$ cat src/rtl/fifo_pkg.sv
// Shared FIFO defaults and the pointer compare used for the full/empty flags.
package fifo_pkg;

  localparam int unsigned DSIZE_DEF = 8;
  localparam int unsigned ASIZE_DEF = 4;

  typedef struct packed {
    logic full;
    logic empty;
  } fifo_flags_t;

  // Pointers are passed zero-extended; only the low asize+1 bits take part.
  function automatic fifo_flags_t ptr_flags(input logic [31:0] wr_ptr,
                                            input logic [31:0] rd_ptr,
                                            input int unsigned asize);
    logic [31:0] mask;
    logic [31:0] diff;
    mask            = (32'd1 << (asize + 32'd1)) - 32'd1;
    diff            = (wr_ptr ^ rd_ptr) & mask;
    ptr_flags.empty = (diff == '0);
    ptr_flags.full  = (diff == (32'd1 << asize));
  endfunction

endpackage

$ cat src/rtl/fifo_mem.sv
// FIFO storage: register array with a synchronous write port and an asynchronous read port.
module fifo_mem #(
  parameter int unsigned DSIZE = 8,
  parameter int unsigned ASIZE = 4
) (
  input  logic             clk,
  input  logic             we_i,
  input  logic [ASIZE-1:0] waddr_i,
  input  logic [DSIZE-1:0] wdata_i,
  input  logic [ASIZE-1:0] raddr_i,
  output logic [DSIZE-1:0] rdata_o
);

  logic [DSIZE-1:0] mem_q [2**ASIZE];

  always_ff @(posedge clk) begin
    if (we_i) mem_q[waddr_i] <= wdata_i;
  end

  assign rdata_o = mem_q[raddr_i];

endmodule

$ cat src/rtl/sync_fifo_ctrl.sv
// Single-clock show-ahead FIFO: pointer registers, accept gating and full/empty flags.
module sync_fifo_ctrl
  import fifo_pkg::*;
#(
  parameter int unsigned DSIZE = DSIZE_DEF,
  parameter int unsigned ASIZE = ASIZE_DEF
) (
  input  logic             clk,
  input  logic             rst_n,
  input  logic [DSIZE-1:0] wr_data,
  input  logic             wr_inc,
  output logic             wr_full,
  input  logic             rd_inc,
  output logic             rd_empty,
  output logic [DSIZE-1:0] rd_data
);

  localparam logic [ASIZE:0] PTR_ONE = 1;

  logic [ASIZE:0]   wr_ptr_q, wr_ptr_d;
  logic [ASIZE:0]   rd_ptr_q, rd_ptr_d;
  logic             wr_en, rd_en;
  logic [DSIZE-1:0] mem_rdata;
  fifo_flags_t      flags;

  always_comb begin
    flags = ptr_flags(32'(wr_ptr_q), 32'(rd_ptr_q), ASIZE);
  end

  assign wr_full  = flags.full;
  assign rd_empty = flags.empty;
  assign wr_en    = wr_inc & ~flags.full;
  assign rd_en    = rd_inc & ~flags.empty;

  always_comb begin
    wr_ptr_d = wr_ptr_q;
    rd_ptr_d = rd_ptr_q;
    if (wr_en) wr_ptr_d = wr_ptr_q + PTR_ONE;
    if (rd_en) rd_ptr_d = rd_ptr_q + PTR_ONE;
  end

  always_ff @(posedge clk or negedge rst_n) begin
    if (!rst_n) begin
      wr_ptr_q <= '0;
      rd_ptr_q <= '0;
    end else begin
      wr_ptr_q <= wr_ptr_d;
      rd_ptr_q <= rd_ptr_d;
    end
  end

  fifo_mem #(
    .DSIZE(DSIZE),
    .ASIZE(ASIZE)
  ) u_mem (
    .clk     (clk),
    .we_i    (wr_en),
    .waddr_i (wr_ptr_q[ASIZE-1:0]),
    .wdata_i (wr_data),
    .raddr_i (rd_ptr_q[ASIZE-1:0]),
    .rdata_o (mem_rdata)
  );

  // Memory is not reset, so the head word is masked while empty.
  assign rd_data = flags.empty ? '0 : mem_rdata;

endmodule

$ cat config.mk
export PLATFORM = sky130hd
export DESIGN_NAME = sync_fifo_ctrl
export DESIGN_NICKNAME = d
export VERILOG_FILES = /design/src/rtl/fifo_pkg.sv /design/src/rtl/fifo_mem.sv /design/src/rtl/sync_fifo_ctrl.sv
export SDC_FILE = /design/constraint.sdc
export NUM_CORES = 1
export LEC_CHECK = 0
export BUFFER_PORTS_ARGS = -buffer_cell sky130_fd_sc_hd__clkbuf_2
export CAP_MARGIN = 0
export CORE_ASPECT_RATIO = 0.8
export CORE_MARGIN = 10
export CORE_UTILIZATION = 30
export CTS_BUF_LIST = sky130_fd_sc_hd__clkbuf_4
export DETAILED_ROUTE_END_ITERATION = 12
export HOLD_SLACK_MARGIN = 0.02
export PLACE_DENSITY = 0.45
export SLEW_MARGIN = 20
export SYNTH_ARGS = -nofsm -noshare
export SYNTH_HDL_FRONTEND = slang
export SYNTH_HIERARCHICAL = 1
export SYNTH_SLANG_ARGS = --single-unit
$ cat constraint.sdc
create_clock -name clk -period 2.65 [get_ports clk]
set_clock_uncertainty 0.2 [all_clocks]
set_input_delay 0.265 -clock clk [delete_from_list [all_inputs] [get_ports clk]]
set_output_delay 0.265 -clock clk [all_outputs]
set_load 0.02 [all_outputs]
==> impl_metrics.ini, run 1 <==
[synthesis]
yosys.area_share.simple = 0.0515
ys.warnings.count = 6
synthCells = 275
synth_top_area_share = 0.679
async_reset_ff_frac = 0.0725
synth_area_leaders = edfxtp_1 (68%), mux4_2 (7.2%), mux4_1 (6.5%), dfrtp_1 (4.4%), a22oi_1 (2.1%)
ys_seq_area_frac = 0.724
syn_area_per_cell_um2 = 20.6
synthAdderAreaFrac = 0.00442
synth.distinct_cells = 35
synth-seq-cells = 138
synth_top_cell_by_area = edfxtp_1
synth_compound_area_frac = 0.0321
synth_mux_area_frac = 0.141
yosysMostFrequentCell = edfxtp_1
synth_area_um2 = 5660
synth_fp_nets = 289
synth-xor-area-share = 0.0290
synthFlopType = edfxtp_1
synth_top_family_by_area = multiplexers
synth_edf_count = 128
synth_common_cells = edfxtp_1 (128), mux4_2 (18), a22oi_1 (16)

[critical_path]
critPathBufInv = 2
crit_arrival_ps = 2390
startpoint_type = flip-flop
worstSetupPathType = reg2out
cp-end-kind = output pin
worst-path-max-fanout = 11
critPathRequiredTime_ps = 2180
critical_path.slowest_cell = mux4_2
critPathTopFamily = multiplexers
critPathMaxStageDelay_ps = 520
path_cells = buf_12, mux4_2, a22oi_2, nand2_1, and2_4, clkbuf_2

[place]
place_ws_ps = 116
placed_area_um2 = 6220
gp_congestion = 0.735
placed_cells = 566
numPortBuffers = 21
dp_hpwl_um = 8420

[power]
power_uw = 7370
p_leak_uw = 0.00228
irDropWorstVdd_uv = 441
powerDensity_nw_per_um2 = 1090

[timing]
fmax_mhz = 350
min_period_ps = 2860
fin_crit_sh = 1.08
slew-limit-headroom = 0.431
setup_viol = 8
rsz0062_at_grt = yes
fin_ws_ps = -209
setup_tns_ps = -1220
final_max_slew_viol_count = 0
tightest_slew_ps = 850
hold_viol = 0

[clocking]
cts_max_path_buffers = 2
cts-root-buf = clkbuf_4
htreeDepth = 4
cts-buffers-inserted = 17
cts.sinks = 138
cts_tree = yes
clk_latency_ps = 530
path_clk_slew_ps = 110

[detailed_routing]
first_pass_iters = 4
vias = 2876
drcViolationCount = 0
drtIter0Drc = 191
finalWirelength_um = 12900
ant_nets = 0
avgViaCountPerCell = 4.66
wl_per_cell_um = 20.8

[layout]
final_layout_size_suffix_gt1_frac = 0.415
stdcell_count = 617
finish.instance_area_um2 = 6760
synthToLayoutAreaGrowth_pct = 19.6
final_net_count = 366
antenna_cells = 0

[global_routing]
grt_pass1_wl_um = 19400
grtUsageTotal = 0.107
grt_start_max_net_pins = 36
grt_pass1_vias = 3018
antenna_found_initial = 0
grt_overflow_total = 0

[run_status]
status = complete, but fails checks
violations = negative setup slack

[worst_hold_path]
hold_class = reg2reg

[floorplanning]
placementRows = 44
chipWidth_um = 174
fp.dieH_um = 143
initial_core_util = 0.309
dieArea_um2 = 24800
io_pins = 22
fp.coreArea_um2 = 18300

[run]
max_cap_viol_count = 0
[report_power, final]
group	internal, µW	total (µW)	leakage, µW	switching [µW]
registers	2670	2820	0.00127	154
clock network	599	1320	0.000151	722
logic	1560	3230	0.000860	1670
[state kept, by name (all words and copies together), names as in the netlist]
name,count
rd_ptr_q,5
wr_ptr_q,5
u_mem/mem_q,128
[cell families after synthesis]
| family | count (synthesis) |
|---|---|
| compound gates | 24 |
| fa+ha+maj | 2 |
| buf+inv | 13 |
| mux | 34 |
| xor+xnor | 14 |
| flops | 138 |
| simple gates | 50 |
[final cells by class]
| cell class | instances | area, µm² |
|---|---|---|
| flip-flops and latches | 138 | 4100 |
| well taps | 253 | 317 |
| repair buffers | 69 | 558 |
| multi-input cells | 124 | 1520 |
| fillers | 1705 | 11600 |
| clock buffers | 22 | 165 |
| inverters | 2 | 7.51 |
| clock inverters | 9 | 100 |
[worst register-to-register path: cells and delay by family (launching register included)]
family	cells	cell delay (ps)
flip-flops	1	480
XOR/XNOR	1	130
AO/OA/AOI/OAI	1	70
AND/OR/NAND/NOR	3	1020
buffers and inverters	2	290
[per-layer routing]
metal,up-vias,GRT usage,share of wire
met5,-,0,0
met3,11,0.0298,0.035
met1,1538,0.145,0.50
met2,47,0.164,0.45
li1,1280,-,-
met4,0,0.0340,0.0096
[timing repair]
action,in CTS,in global routing
pin swaps,2,4
cloned,1,0
endpoints found under the setup margin,9,9
setup buffers,5,3
resized for setup,11,31
hold buffers,12,0
hold endpoints to repair,147,0
[metrics by stage]
stage	hold WS, ps	util
after global placement	-43.2	0.339
after detailed placement	-40.9	0.339
after global routing	349	0.369
final	354	0.369
after CTS	327	0.365
after floorplan	-231	-
[worst paths after layout]
check / from / end / slack (ps) / cells past startpoint
min in group asynchronous: rst_n / rd_ptr_q[2] / 550 / 3
worst max register to register: rd_ptr_q[0] / u_mem/mem_q[11][2] / 100 / 7
max in group asynchronous: rst_n / rd_ptr_q[0] / 1340 / 3
worst max-delay path: rd_ptr_q[0] / rd_data[4] / -210 / 6
worst min register to register: rd_ptr_q[4] / rd_ptr_q[4] / 350 / 1
worst min-delay path: rd_ptr_q[4] / rd_ptr_q[4] / 350 / 1
[placed cells by master (no fill, tap or decap), types with 4 or more instances in the layout]
cell type / n
a22oi_1: 7
a22oi_2: 9
and2_4: 8
buf_12: 4
buf_4: 32
clkbuf_2: 16
clkbuf_4: 22
clkinv_2: 4
dfrtp_1: 8
dlygate4sd3_1: 12
edfxtp_1: 128
mux4_1: 8
mux4_2: 24
nand2_1: 7
nor2_1: 9
nor2_2: 5
o211ai_1: 4
xnor2_1: 9
(Power assumes the default switching activity.)
==> run 2, diff against run 1 <==
==> constraint.sdc (replaced) <==
create_clock -name clk -period 2.65 [get_ports clk]
set_clock_uncertainty 0.2 [all_clocks]
set_input_delay 0.265 -clock clk [delete_from_list [all_inputs] [get_ports clk]]
set_output_delay 0.265 -clock clk [all_outputs]
set_load 0.1 [all_outputs]
==> impl_metrics.ini, run 2 (synthesized netlist as in run 1, its figures left out) <==
[critical_path]
r2r_slack_ps = 20
critPathRequiredTime_ps = 2180
worst-path-max-fanout = 6
r2r-start = rd_ptr_q[0]
cp-end-kind = output pin
worstSetupStartpoint = rd_ptr_q[0]
crit_arrival_ps = 2460
worstSetupPathType = reg2out
startpoint_type = flip-flop

[layout]
stdcell_count = 631
top_register = u_mem/mem_q
largest_reg_flops = 128
fillers = 1662
seqCellArea_um2 = 4100
layout_common_cells = edfxtp_1 (128), buf_4 (37), mux4_2 (29), clkbuf_4 (17)
multi_input_area_um2 = 1550
reg_top3 = u_mem/mem_q (128), rd_ptr_q (5), wr_ptr_q (5)
final_layout_size_suffix_gt1_frac = 0.479
finish.instance_area_um2 = 7110
final_net_count = 380
layout_commonest_cell = edfxtp_1
synthToLayoutAreaGrowth_pct = 25.7
antenna_cells = 0

[timing]
fin_crit_sh = 1.10
tightest_slew_ps = 636
slew-limit-headroom = 0.574
rsz0062_at_grt = yes
min_period_ps = 2920
hold_ws_ps = 333
fin_ws_ps = -272
fmax_mhz = 342
hold_viol = 0
final_max_slew_viol_count = 0
setup_viol = 9

[place]
dp_hpwl_um = 8420
placed_cells = 571
numPortBuffers = 21
placed_area_um2 = 6420
gp_congestion = 0.741
place_ws_ps = 129

[clocking]
htreeDepth = 4
cts_max_path_buffers = 2
path_clk_slew_ps = 120
clk_latency_ps = 510
cts_tree = yes
cts-root-buf = clkbuf_4
cts-buffers-inserted = 17
cts.sinks = 138

[detailed_routing]
drcViolationCount = 0
finalWirelength_um = 13000
wl_per_cell_um = 20.6
vias = 2899
ant_nets = 0
avgViaCountPerCell = 4.59
first_pass_iters = 4
drtIter0Drc = 195

[run_status]
status = complete, but fails checks
violations = negative setup slack

[global_routing]
grt_overflow_total = 0
grtUsageTotal = 0.107
grt_pass1_wl_um = 19800
antenna_found_initial = 0
grt_start_max_net_pins = 36
grt_pass1_vias = 3001

[run]
max_cap_viol_count = 0

[worst_hold_path]
worstHoldStart = wr_ptr_q[4]
hold_class = reg2reg

[floorplanning]
fp.dieH_um = 143
placementRows = 44
dieArea_um2 = 24800
chipWidth_um = 174
initial_core_util = 0.309
fp.coreArea_um2 = 18300
io_pins = 22
## run 2: changes by cell type in the layout (fill, tap and decap cells not counted), sizes merged
cell / before / now
buf: 41 / 58
bufinv: 2 / 3
clkbuf: 38 / 29
clkinv: 6 / 7
clkinvlp: 1 / 2
inv: 2 / 4
or2: 1 / 2
## run 2: path summary, 6_finish.rpt
path                                          end  cells past startpoint
worst max register to register  u_mem/mem_q[0][0]                      9
worst max-delay path                   rd_data[6]                      7
min in group asynchronous             rd_ptr_q[2]                      3
max in group asynchronous             rd_ptr_q[0]                      3
worst min register to register        wr_ptr_q[4]                      1
worst min-delay path                  wr_ptr_q[4]                      1
## run 2: stage by stage
stage | utilization | TNS (ps)
3_5_place_dp | 0.350 | 0
3_3_place_gp | 0.350 | 0
6_report | 0.388 | -2180
2_1_floorplan | - | 0
4_1_cts | 0.381 | -2720
5_1_grt | 0.388 | -3960
## run 2: final cells by class
type	instances	share of cell area
sequential	138	0.576
multi-input combinational	125	0.218
timing repair buffer	82	0.118
tap	253	0.0445
clock inverter	14	0.0243
clock buffer	17	0.0179
inverter	2	0.00106
## run 2: routing by layer
metal	routed length, µm	share of wire	GRT usage
met2	5880	0.45	0.155
met5	0	0	0
met1	6530	0.50	0.155
met4	53	0.0041	0.0322
met3	548	0.042	0.0269
## run 2: critical path, stage by stage, from the launching register on
cell and delay [ps]:
dfrtp_2 540, buf_12 170, buf_4 110, mux4_2 500, a22oi_2 200, nand2_2 110
and2_4 160, buf_12 160
## run 2: repair_timing
action	4_1_cts	5_1_grt
hold buffers	12	0
endpoints found under the setup margin	9	26
resized for setup	22	30
pin swaps	3	14
gates cloned	2	1
hold endpoints to repair	139	0
buffers inserted	8	7
Power of run 2 is not shown: default switching activity piles up to over one toggle a cycle in this logic, so the estimate is an artifact.
